===== src/rtl/coin_feeder_20.sv =====
// Coin feeder: queues 5/10-cent coin pulses and forwards them one at a time to a
// vending machine. It also tracks the credit forwarded, the bottles dispensed and the change returned.
module coin_feeder_20 #(
  parameter int DEPTH = 4,
  parameter int PRICE = 20
) (
  input  logic       clk,
  input  logic       reset,
  input  logic       coin_5,
  input  logic       coin_10,
  input  logic       bottle,
  input  logic [1:0] change,
  output logic [1:0] in,
  output logic       full,
  output logic       reject,
  output logic [5:0] credit,
  output logic [7:0] bottle_count,
  output logic [7:0] change_total
);

  localparam int AW = (DEPTH > 1) ? $clog2(DEPTH) : 1;
  localparam int CW = AW + 1;

  if (DEPTH < 2 || DEPTH > 16 || (DEPTH & (DEPTH - 1)) != 0) begin : g_bad_depth
    $error("coin_feeder_20: DEPTH must be a power of two in 2..16");
  end
  if (PRICE < 5 || (PRICE % 5) != 0) begin : g_bad_price
    $error("coin_feeder_20: PRICE must be a positive multiple of 5");
  end

  typedef enum logic [1:0] {S_IDLE, S_SEND, S_GAP} state_t;

  logic [1:0]    mem_q [DEPTH];
  logic [AW-1:0] rd_ptr_q, rd_ptr_d;
  logic [AW-1:0] wr_ptr_q, wr_ptr_d;
  logic [CW-1:0] cnt_q, cnt_d;
  state_t        state_q, state_d;
  logic [1:0]    in_q, in_d;
  logic          reject_q, reject_d;
  logic [5:0]    credit_q, credit_d;
  logic [7:0]    bottle_count_q, bottle_count_d;
  logic [7:0]    change_total_q, change_total_d;

  logic          pop;
  logic [CW-1:0] free;
  logic          acc_5, acc_10;
  logic [AW-1:0] wa_10;
  logic [6:0]    credit_sum;
  logic [8:0]    change_sum;
  logic [5:0]    credit_base;
  logic [3:0]    change_add;

  always_comb begin
    pop = (state_q == S_IDLE) && (cnt_q != '0);
    // A slot vacated by this cycle's pop is usable by this cycle's push.
    free = CW'(DEPTH) - cnt_q + CW'(pop);

    acc_5  = coin_5 && (free != '0);
    acc_10 = coin_10 && (free >= (coin_5 ? CW'(2) : CW'(1)));
    reject_d = (coin_5 && !acc_5) || (coin_10 && !acc_10);
    wa_10 = wr_ptr_q + AW'(acc_5);

    wr_ptr_d = wr_ptr_q + AW'(acc_5) + AW'(acc_10);
    rd_ptr_d = rd_ptr_q + AW'(pop);
    cnt_d    = cnt_q + CW'(acc_5) + CW'(acc_10) - CW'(pop);

    state_d = S_IDLE;
    in_d    = 2'b00;
    case (state_q)
      S_IDLE: if (pop) begin
        state_d = S_SEND;
        in_d    = mem_q[rd_ptr_q];
      end
      S_SEND:  state_d = S_GAP;
      S_GAP:   state_d = S_IDLE;
      default: state_d = S_IDLE;
    endcase

    // Bottle clears first, so a coin leaving in the same cycle starts the new credit.
    credit_base = bottle ? 6'd0 : credit_q;
    credit_sum  = {1'b0, credit_base};
    if (state_q == S_SEND)
      credit_sum = credit_sum + ((in_q == 2'b01) ? 7'd5 : 7'd10);
    credit_d = (credit_sum > 7'd63) ? 6'd63 : credit_sum[5:0];

    bottle_count_d = bottle_count_q + 8'(bottle);

    case (change)
      2'b01:   change_add = 4'd5;
      2'b10:   change_add = 4'd10;
      default: change_add = 4'd0;
    endcase
    change_sum     = {1'b0, change_total_q} + 9'(change_add);
    change_total_d = (change_sum > 9'd255) ? 8'd255 : change_sum[7:0];
  end

  always_ff @(posedge clk) begin
    if (!reset) begin
      if (acc_5)  mem_q[wr_ptr_q] <= 2'b01;
      if (acc_10) mem_q[wa_10]    <= 2'b10;
    end
  end

  always_ff @(posedge clk) begin
    if (reset) begin
      rd_ptr_q       <= '0;
      wr_ptr_q       <= '0;
      cnt_q          <= '0;
      state_q        <= S_IDLE;
      in_q           <= 2'b00;
      reject_q       <= 1'b0;
      credit_q       <= '0;
      bottle_count_q <= '0;
      change_total_q <= '0;
    end else begin
      rd_ptr_q       <= rd_ptr_d;
      wr_ptr_q       <= wr_ptr_d;
      cnt_q          <= cnt_d;
      state_q        <= state_d;
      in_q           <= in_d;
      reject_q       <= reject_d;
      credit_q       <= credit_d;
      bottle_count_q <= bottle_count_d;
      change_total_q <= change_total_d;
    end
  end

  assign in           = in_q;
  assign full         = (cnt_q == CW'(DEPTH));
  assign reject       = reject_q;
  assign credit       = credit_q;
  assign bottle_count = bottle_count_q;
  assign change_total = change_total_q;

endmodule


===== config.mk =====
export PLATFORM = sky130hd
export DESIGN_NAME = coin_feeder_20
export DESIGN_NICKNAME = d
export VERILOG_FILES = /design/src/rtl/coin_feeder_20.sv
export SDC_FILE = /design/constraint.sdc
export NUM_CORES = 1
export LEC_CHECK = 0
export BUFFER_PORTS_ARGS = -buffer_cell sky130_fd_sc_hd__buf_2
export CORE_ASPECT_RATIO = 0.75
export CORE_MARGIN = 2
export CORE_UTILIZATION = 25
export CTS_CLUSTER_DIAMETER = 60
export DETAILED_ROUTE_END_ITERATION = 10
export GPL_ROUTABILITY_DRIVEN = 1
export SYNTH_ARGS = -nofsm -noshare
export SYNTH_HDL_FRONTEND = slang
export SYNTH_SLANG_ARGS = --single-unit

===== constraint.sdc =====
create_clock -name clk -period 5.09 [get_ports clk]
set_input_delay 1.018 -clock clk [delete_from_list [all_inputs] [get_ports clk]]
set_output_delay 1.018 -clock clk [all_outputs]
set_load 0.05 [all_outputs]

# Yosys cells after proc, flatten, opt, wreduce, memory -nomap -nowiden
# Memories as Yosys holds them, arrays and structs flattened. A register that Yosys moved wholly into a read port is not among the register bits.
# Index checks and enable logic that the tools add are counted.
# word_totals
output_inout_bits	26
inputBits	7
ff_bits	32
elab_cells	57
n_memories	1
ramBits	8
# classes
order_cmp	3
n_mux	15
n_reduce_logical	12
add_sub_neg	11
n_eq_ne	5
bitwise_logic	2
# memory_table
name	words	word_bits	rd	rd_ports_with_merged_regs	wr	line_no	text
mem_q	4	2	1	1	2	33	logic [1:0] mem_q [DEPTH];
# ops
operator	n
6-bit 2-to-1 mux	2
3-bit by 1-bit adder with 3-bit output	3
8-bit by 4-bit adder with 9-bit output	1
9-bit by 8-bit > comparator with 1-bit output (second input constant)	1
8-bit by 1-bit adder with 8-bit output	1
8-bit 2-to-1 mux	1
4-bit one-hot mux with 2 select lines	1
6-bit by 4-bit adder with 7-bit output	1
7-bit by 6-bit > comparator with 1-bit output (second input constant)	1
1-bit 2-to-1 mux	7
7-bit 2-to-1 mux	1
2-bit by 1-bit adder with 2-bit output	3
2-bit by 1-bit == test with 1-bit output (second input constant)	3
3-bit nonzero test	2
1-bit logical AND	5
4-bit 2-to-1 mux	1
2-bit one-hot mux with 2 select lines	1
3-bit == test (second input constant)	1
3-bit by 2-bit >= comparator with 1-bit output	1
3-bit OR reduction	1
3-bit by 1-bit subtractor with 3-bit output	1
3-bit subtractor (first input constant)	1
2-bit == test (second input constant)	1
1-bit zero test	2
4 further kinds	5

# Depth between registers and ports, before layout
# Gate-level depths: netlist of run 1.
# depth
ltp_word	8
mapped_depth	15
depth_no_buf	15

# Least setup slack after synthesis of run 1
# Ideal clock, no wire load.
# synth_timing
path_type	flip-flop to flip-flop
from	register cnt_q[2]
to	register cnt_q[2]
setup_slack_ns	1.887
setup_time_ns	0.128
t_required_ns	4.962
path_stages_with_launch	16
arrival_time_ns	3.075
cell_sequence	dfxtp_1 > nor3_1 > or3_1 > ha_1 > inv_1 > ha_1 > ha_1 > a211oi_1 > nor2b_1 > inv_1 > fa_1 > inv_1 > fa_1 > xnor2_1 > xnor2_1 > nor2_1
# synth_between
elab_chain_cells	8
elab_cells_between_ends	11
# synth_rtl
item	line_no	text
start, declared	36	logic [CW-1:0] cnt_q, cnt_d;
start signal, assigned	118	cnt_q <= cnt_d;
parallel branches: the longest is 7 deep, another holds 3-bit subtractor	-	
3-bit by 1-bit subtractor with 3-bit output (*)	65	cnt_d = cnt_q + CW'(acc_5) + CW'(acc_10) - CW'(pop);
# Every way passes the cells marked *.
# A chain may end at the register's enable or synchronous reset.

# Worst setup path in the final report of run 1
# Same ends and word-level chain as after synthesis.

==> Flow_metrics.wiki, run 1 <==
{| class="wikitable"
! Metric !! Value
|-
| Status || completed
|-
| Unrepaired setup endpoints after global routing || false
|-
| Maxcap violations || 0
|-
| Req. time, crit path || 5.24 ns
|-
| TritonCTS Buffers || 5
|-
| Clock transition at the registers of the reported paths || 0.06 ns
|-
| DR vias/cell || 4.41
|-
| Buffers added on ports || 32
|-
| Routed WL per cell || 11.7 um
|-
| Number of buffers inserted by post-CTS setup repair || 0
|-
| Sequential area share after synthesis || 39.5%
|-
| Clk pwr share || 23.0%
|-
| HPWL after detailed placement || 3.25 mm
|-
| CTS Root Cell || sky130_fd_sc_hd__clkbuf_16
|-
| ANT cells || 0
|-
| Number of standard cells after synthesis || 223
|-
| Worst IR Drop VDD || 0.000242 V
|-
| Nets in the synthesized netlist || 252
|-
| Vias || 1617
|-
| Crit path launch type || register
|-
| Total internal power || 0.000854 W
|-
| Min-delay worst type || reg -> reg
|-
| Number of synthesized register bits || 42
|-
| Mean area per synthesized cell || 9.55 um2
|-
| Internal reg-to-reg setup slack || 1.54 ns
|-
| Synthesis warning total || 0
|-
| H-tree depth || 2
|-
| TritonRoute pass-1 iters || 4
|-
| Post-route cell area || 2560 um2
|-
| Remaining antenna violation count || 0
|-
| Final RePlAce weighted congestion || 0.796
|-
| Post-cts sizing count || 0
|-
| Area of the mapped netlist || 2130 um2
|-
| Worst-Skew Late Latency || 0.28 ns
|-
| Sum of negative setup slack || 0 ns
|-
| DRC errors left || 0
|-
| Final max-slew violation count || 0
|-
| Fin crit period || 3.55 ns
|-
| Critical Path End Type || register
|-
| Top library cells by usage in the layout, fill and taps aside || sky130_fd_sc_hd__dfxtp_1, sky130_fd_sc_hd__buf_2, sky130_fd_sc_hd__inv_1, sky130_fd_sc_hd__ha_1, sky130_fd_sc_hd__nor2_1
|-
| Clock tree from TritonCTS || done
|-
| Power share of the sequential group || 34.5%
|-
| Path type of the worst setup path || reg -> reg
|-
| Via count of the first global-routing pass || 1571
|-
| Number of sinks handled by clock tree synthesis || 42
|-
| Transition time of the tightest slew-check pin || 0.685 ns
|-
| P&R area growth vs syn || 20.1%
|-
| Period utilization || 69.8%
|-
| Number of antenna violations at the first check in global routing || 0
|-
| Critical path buffers and inverters || 3
|-
| Die area || 9280 um2
|-
| Setup-violating endpoint count in the final report || 0
|-
| Signal arrival time at the worst endpoint || 3.70 ns
|-
| Clock tree buffer depth || 2
|-
| Share of post-route cells with drive strength above 1 || 18.1%
|-
| Worst slew margin relative to its limit || 54.4%
|-
| Combinational group share of total power || 42.6%
|-
| Fin Clk Skew || 0.00296 ns
|-
| First-pass GRT wire length || 7.38 mm
|-
| Starting DRT DRC Count || 63
|-
| Delay-heaviest family, CP || adder cells
|-
| Switching fraction of total power || 38.1%
|-
| Switching pwr || 0.000526 W
|-
| Number of distinct library cells after synthesis || 39
|-
| Max incr delay on CP || 0.57 ns
|-
| Number of standard-cell rows in the floorplan || 29
|-
| Final Hold Slack || 0.454 ns
|-
| Total wirelength of the detailed-routed design || 4.28 mm
|-
| Slowest library cell on the worst path || sky130_fd_sc_hd__a211oi_1
|-
| Final Total Pwr || 0.00138 W
|-
| Leakage || 1.16 nW
|-
| Quantity of hold-fixing buffers added after cts || 0
|-
| Height of the die || 83.9 um
|-
| Placed Area || 2410 um2
|-
| CP Cell Sequence || nor3_1 > or3_1 > ha_1 > inv_1 > ha_1 > ha_1 > a211oi_1 > nor2b_1 > inv_1 > fa_1 > inv_1 > fa_1 > xnor2_1 > xnor2_1 > nor2_1
|-
| Aggregate global routing overflow || 0
|-
| Max Fanout on Critical Path || 6
|-
| Core box area || 8380 um2
|-
| Count of boundary I/O pins || 33
|-
| Total track usage || 9.83%
|-
| Most common cell after layout, fill and taps aside || sky130_fd_sc_hd__dfxtp_1
|-
| Power density over cell area || 540 nW/um2
|-
| Die Span X || 111 um
|-
| Final Hold Viols || 0
|-
| Achievable frequency || 0.281 GHz
|-
| Starting utilization of the core area || 25.4%
|-
| Net total in the final layout || 287
|-
| Largest net degree at the start of global routing || 39
|}
-- worst min-delay path, cell delays in order (launching register included) --
cell and delay, ns:
sky130_fd_sc_hd__dfxtp_1 0.31, sky130_fd_sc_hd__inv_1 0.05, sky130_fd_sc_hd__a21oi_1 0.05
-- cell families (layout without fill, tap and decap cells) --
| kind of cell | count (synthesis) | after routing | synth area share [%] |
|---|---|---|---|
| and+or+nand+nor | 74 | 74 | 19.4 |
| AOI/OAI and AO/OA | 41 | 41 | 12.6 |
| buffers and inverters | 24 | 60 | 4.23 |
| muxes | 3 | 3 | 2.59 |
| xor gates and xnor gates | 17 | 17 | 7.34 |
| adders and majority gates | 22 | 22 | 14.3 |
| DFF | 42 | 42 | 39.5 |
-- worst paths after layout --
path | from | endpoint | cells after the start
min reg2reg | mem_q[0][0] | mem_q[0][0] | 2
max | cnt_q[2] | cnt_q[2] | 15
max reg2reg | cnt_q[2] | cnt_q[2] | 15
min | mem_q[0][0] | mem_q[0][0] | 2
-- Yosys cell counts --
| cell type | instances | area share, % |
|---|---|---|
| sky130_fd_sc_hd__ha_1 | 18 | 11 |
| sky130_fd_sc_hd__or3_1 | 2 | 0.59 |
| sky130_fd_sc_hd__nand3_1 | 5 | 1.2 |
| sky130_fd_sc_hd__a211o_1 | 1 | 0.41 |
| sky130_fd_sc_hd__o21bai_1 | 3 | 1.1 |
| sky130_fd_sc_hd__and2_1 | 2 | 0.59 |
| sky130_fd_sc_hd__a211oi_1 | 4 | 1.4 |
| sky130_fd_sc_hd__nand3b_1 | 2 | 0.70 |
| sky130_fd_sc_hd__fa_1 | 4 | 3.8 |
| sky130_fd_sc_hd__a41oi_1 | 1 | 0.41 |
| sky130_fd_sc_hd__nor3_1 | 7 | 1.6 |
| sky130_fd_sc_hd__or3b_2 | 2 | 0.82 |
| sky130_fd_sc_hd__inv_1 | 20 | 3.5 |
| sky130_fd_sc_hd__or2_2 | 1 | 0.29 |
| sky130_fd_sc_hd__a31oi_1 | 4 | 1.2 |
| sky130_fd_sc_hd__nor2b_1 | 13 | 3.8 |
| sky130_fd_sc_hd__a311oi_1 | 2 | 0.82 |
| sky130_fd_sc_hd__a21o_1 | 6 | 2.1 |
| sky130_fd_sc_hd__mux4_2 | 2 | 2.1 |
| sky130_fd_sc_hd__a21oi_1 | 14 | 3.3 |
| sky130_fd_sc_hd__o21ai_2 | 1 | 0.41 |
| sky130_fd_sc_hd__or4_1 | 1 | 0.35 |
| sky130_fd_sc_hd__nor3b_1 | 1 | 0.35 |
| sky130_fd_sc_hd__nor2_1 | 17 | 3.0 |
| sky130_fd_sc_hd__xor2_1 | 8 | 3.3 |
| sky130_fd_sc_hd__and3_1 | 3 | 0.88 |
| sky130_fd_sc_hd__a21bo_2 | 1 | 0.47 |
| sky130_fd_sc_hd__clkbuf_1 | 4 | 0.70 |
| sky130_fd_sc_hd__nand2_1 | 6 | 1.1 |
| sky130_fd_sc_hd__xor2_2 | 1 | 0.76 |
| sky130_fd_sc_hd__o21ai_0 | 3 | 0.70 |
| sky130_fd_sc_hd__nor4b_1 | 1 | 0.41 |
| sky130_fd_sc_hd__nand2b_1 | 8 | 2.4 |
| sky130_fd_sc_hd__mux2i_1 | 1 | 0.47 |
| sky130_fd_sc_hd__xnor2_1 | 8 | 3.3 |
| sky130_fd_sc_hd__o21a_1 | 1 | 0.35 |
| sky130_fd_sc_hd__or4b_1 | 2 | 0.94 |
| sky130_fd_sc_hd__and4_1 | 1 | 0.41 |
| sky130_fd_sc_hd__dfxtp_1 | 42 | 39 |
-- power by group through the flow --
| stage | clock network (W) | registers [W] | logic (W) |
|---|---|---|---|
| 2_1_floorplan | 0 | 0.000547 | 0.000395 |
| 3_3_place_gp | 0 | 0.000478 | 0.000578 |
| 3_5_place_dp | 0 | 0.000482 | 0.000590 |
| 4_1_cts | 0.000328 | 0.000476 | 0.000595 |
| 5_1_grt | 0.000342 | 0.000488 | 0.000664 |
| 6_report | 0.000317 | 0.000475 | 0.000587 |
-- cell type report --
cell class / count / area [um2]
inverter: 20 / 75.1
fill: 890 / 5820
multi-input combinational: 157 / 1200
timing repair buffer: 32 / 160
sequential: 42 / 841
tap: 108 / 135
clock buffer: 7 / 143
clock inverter: 1 / 5.00
-- per-stage QoR --
stage	setup slack, ns	utilization (%)	std cells
finish	1.54	30.5	367
floorplan	1.89	-	223
global route	1.23	30.5	367
global placement	1.64	28.8	359
CTS	1.53	30.5	367
detailed placement	1.56	28.8	359
-- routing by layer --
layer	vias to the layer above	global-route usage, %	part of all wire (%)
met5	-	0	0
met4	0	5.23	2.8
met3	11	2.61	4.3
met2	42	13.4	40
met1	726	14.0	53
li1	838	-	-
-- flip-flops by register name, summed over array words and instances, names as in the netlist --
name,count
bottle_count,8
change_total,8
cnt_q,3
credit,6
in,2
mem_q,8
rd_ptr_q,2
reject,1
state_q,2
wr_ptr_q,2
Note: power is estimated with default switching activity, not from simulation.
==> inputs of run 2 (changes only) <==
Clock period 5.09 ns to 3.25 ns, I/O delays scaled along.
==> run 2 against run 1 <==
  * Critical path depth shrank 3
  * Fmax is 16% higher
  * Wire length rose by 1.0%
  * Clock power grew 58%
  * Global-route usage grew 0.063 points
  * Sequential share of layout area fell by 0.40 points
  * Non-clock buffer count increased by 2
  * Clock skew hardly changed
  * Critical endpoint is now cnt_q[1]
  * Cell count increased by 0.54%
  * Sequential power rose by 54%
==> Flow_metrics.wiki, run 2 (synthesis gave the netlist of run 1 again) <==
{| class="wikitable"
! Metric !! Value
|-
| Status || completed
|-
| Pre-CTS setup slack || 0.154 ns
|-
| Final setup margin || 0.194 ns
|-
| Path type of the worst setup path || reg -> reg
|-
| Core box area || 8380 um2
|-
| Internal reg-to-reg setup slack || 0.19 ns
|-
| Transition time of the tightest slew-check pin || 0.687 ns
|-
| DRC errors left || 0
|-
| Die Span X || 111 um
|-
| Combined area of the multi-input logic cells || 1210 um2
|-
| Most common cell after layout, fill and taps aside || sky130_fd_sc_hd__dfxtp_1
|-
| Number of sinks handled by clock tree synthesis || 42
|-
| TritonCTS Buffers || 5
|-
| H-tree depth || 2
|-
| CTS Root Cell || sky130_fd_sc_hd__clkbuf_16
|-
| Sum of negative setup slack || 0 ns
|-
| Fin Clk Skew || 0.00325 ns
|-
| Period utilization || 94.0%
|-
| Worst slew margin relative to its limit || 54.2%
|-
| Count of boundary I/O pins || 33
|-
| Remaining antenna violation count || 0
|-
| Die area || 9280 um2
|-
| Crit path launch type || register
|-
| Worst IR Drop VDD || 0.000264 V
|-
| CP Cell Sequence || nor3_1 > or3_1 > ha_1 > inv_1 > ha_1 > nand2b_1 > o21ai_4 > ha_1 > fa_1 > inv_1 > fa_1 > nor2b_1
|-
| Final Non-Filler Cells || 369
|-
| Largest net degree at the start of global routing || 39
|-
| Starting DRT DRC Count || 50
|-
| First-pass GRT wire length || 7.51 mm
|-
| Routed WL per cell || 11.7 um
|-
| Number of antenna violations at the first check in global routing || 0
|-
| Worst Hold Endpoint || mem_q[3][0]
|-
| HPWL after detailed placement || 3.26 mm
|-
| Min-delay worst type || reg -> reg
|-
| Total track usage || 9.89%
|-
| Max incr delay on CP || 0.39 ns
|-
| Worst hold path stage count || 2
|-
| Starting utilization of the core area || 25.4%
|-
| Net total in the final layout || 289
|-
| Clock tree from TritonCTS || done
|-
| Worst-Skew Late Latency || 0.28 ns
|-
| Share of post-route cells with drive strength above 1 || 19.5%
|-
| Critical Path End Type || register
|-
| FILL cells || 856
|-
| ANT cells || 0
|-
| Aggregate global routing overflow || 0
|-
| Final RePlAce weighted congestion || 0.814
|-
| Worst R2R Path Depth || 12
|-
| Achievable frequency || 0.327 GHz
|-
| Clock tree buffer depth || 2
|-
| P&R area growth vs syn || 21.6%
|-
| Fin crit period || 3.06 ns
|-
| Number of buffers inserted by post-CTS setup repair || 0
|-
| Total wirelength of the detailed-routed design || 4.32 mm
|-
| Number of standard-cell rows in the floorplan || 29
|-
| Setup-violating endpoint count in the final report || 0
|-
| Final Hold Slack || 0.452 ns
|-
| Via count of the first global-routing pass || 1598
|-
| Slowest library cell on the worst path || sky130_fd_sc_hd__fa_1
|-
| DR vias/cell || 4.31
|-
| Quantity of hold-fixing buffers added after cts || 0
|-
| Crit path top cell by count || sky130_fd_sc_hd__ha_1
|-
| Core Util, Final || 30.9%
|-
| Vias || 1592
|-
| Power density over cell area || 851 nW/um2
|-
| Inst Count DP || 361
|-
| Maxcap violations || 0
|-
| Unrepaired setup endpoints after global routing || false
|-
| Top library cells by usage in the layout, fill and taps aside || sky130_fd_sc_hd__dfxtp_1, sky130_fd_sc_hd__buf_2, sky130_fd_sc_hd__inv_1, sky130_fd_sc_hd__ha_1, sky130_fd_sc_hd__nor2_1
|-
| Reg-to-reg critical path endpoint || cnt_q[1]
|-
| TritonRoute pass-1 iters || 4
|-
| Clock transition at the registers of the reported paths || 0.06 ns
|-
| Final Hold Viols || 0
|-
| Worst reg2reg startpoint || cnt_q[1]
|-
| Buffers added on ports || 32
|-
| Leakage || 1.18 nW
|-
| Sequential cell area || 841 um2
|-
| Final max-slew violation count || 0
|-
| Launch instance of the worst min-delay path || mem_q[3][0]
|-
| Signal arrival time at the worst endpoint || 3.20 ns
|-
| Req. time, crit path || 3.39 ns
|-
| Height of the die || 83.9 um
|-
| Max Fanout on Critical Path || 6
|}
run 2: changes by cell type in the layout (fill, tap and decap cells not counted):
| cell | previous run | this run |
|---|---|---|
| sky130_fd_sc_hd__buf_4 | 0 | 2 |
| sky130_fd_sc_hd__a211oi_1 | 4 | 3 |
| sky130_fd_sc_hd__clkinvlp_4 | 0 | 1 |
| sky130_fd_sc_hd__o21ai_4 | 0 | 1 |
| sky130_fd_sc_hd__o21ai_2 | 1 | 0 |
| sky130_fd_sc_hd__clkbuf_1 | 1 | 0 |
| sky130_fd_sc_hd__a211oi_2 | 0 | 1 |
run 2: critical path: cells and delay by family (launching register included):
| family | cells | cell delay (ns) |
|---|---|---|
| compound gates | 1 | 0.20 |
| fa+ha+maj | 5 | 1.48 |
| buf+inv | 2 | 0.12 |
| simple gates | 4 | 0.75 |
| flops | 1 | 0.37 |
run 2: how the worst max path moves through the flow:
stage | startpoint | end
final | cnt_q[1] | cnt_q[1]
after floorplan | cnt_q[2] | cnt_q[2]
after global routing | cnt_q[1] | cnt_q[1]
after detailed placement | cnt_q[1] | cnt_q[2]
after CTS | cnt_q[1] | cnt_q[2]
after global placement | cnt_q[1] | cnt_q[2]
run 2: through the flow:
stage / total power [W] / area (um2)
after CTS: 0.00221 / 2580
after global routing: 0.00238 / 2590
after global placement: 0.00167 / 2420
after detailed placement: 0.00169 / 2420
after floorplan: 0.00148 / 2130
final: 0.00220 / 2590
run 2: repair_timing:
action                     CTS  global route
gates resized for setup      0             2
setup endpoints to repair    0             2
hold endpoints to repair     0             0
run 2: per-layer routing:
metal  routed length [um]  GRT usage (%)  part of all wire [%]
met1                 2420           14.1                    56
met2                 1720           14.5                    40
met3                  129           2.47                   3.0
met4                   45           3.41                   1.0
met5                    0              0                     0
run 2: area by class of cell:
type / instances / area share (%)
well taps: 108 / 5.22
flip-flops and latches: 42 / 32.5
clock inverters: 2 / 0.483
repair buffers: 34 / 6.77
multi-input cells: 157 / 46.8
inverters: 20 / 2.90
clock buffers: 6 / 5.36
run 2: report_power, final:
| part | internal, W | leakage (nW) | switching, W | total [W] |
|---|---|---|---|---|
| clock | 0.000304 | 0.0729 | 0.000196 | 0.000500 |
| combinational | 0.000408 | 0.757 | 0.000564 | 0.000971 |
| sequential | 0.000650 | 0.345 | 0.0000820 | 0.000732 |
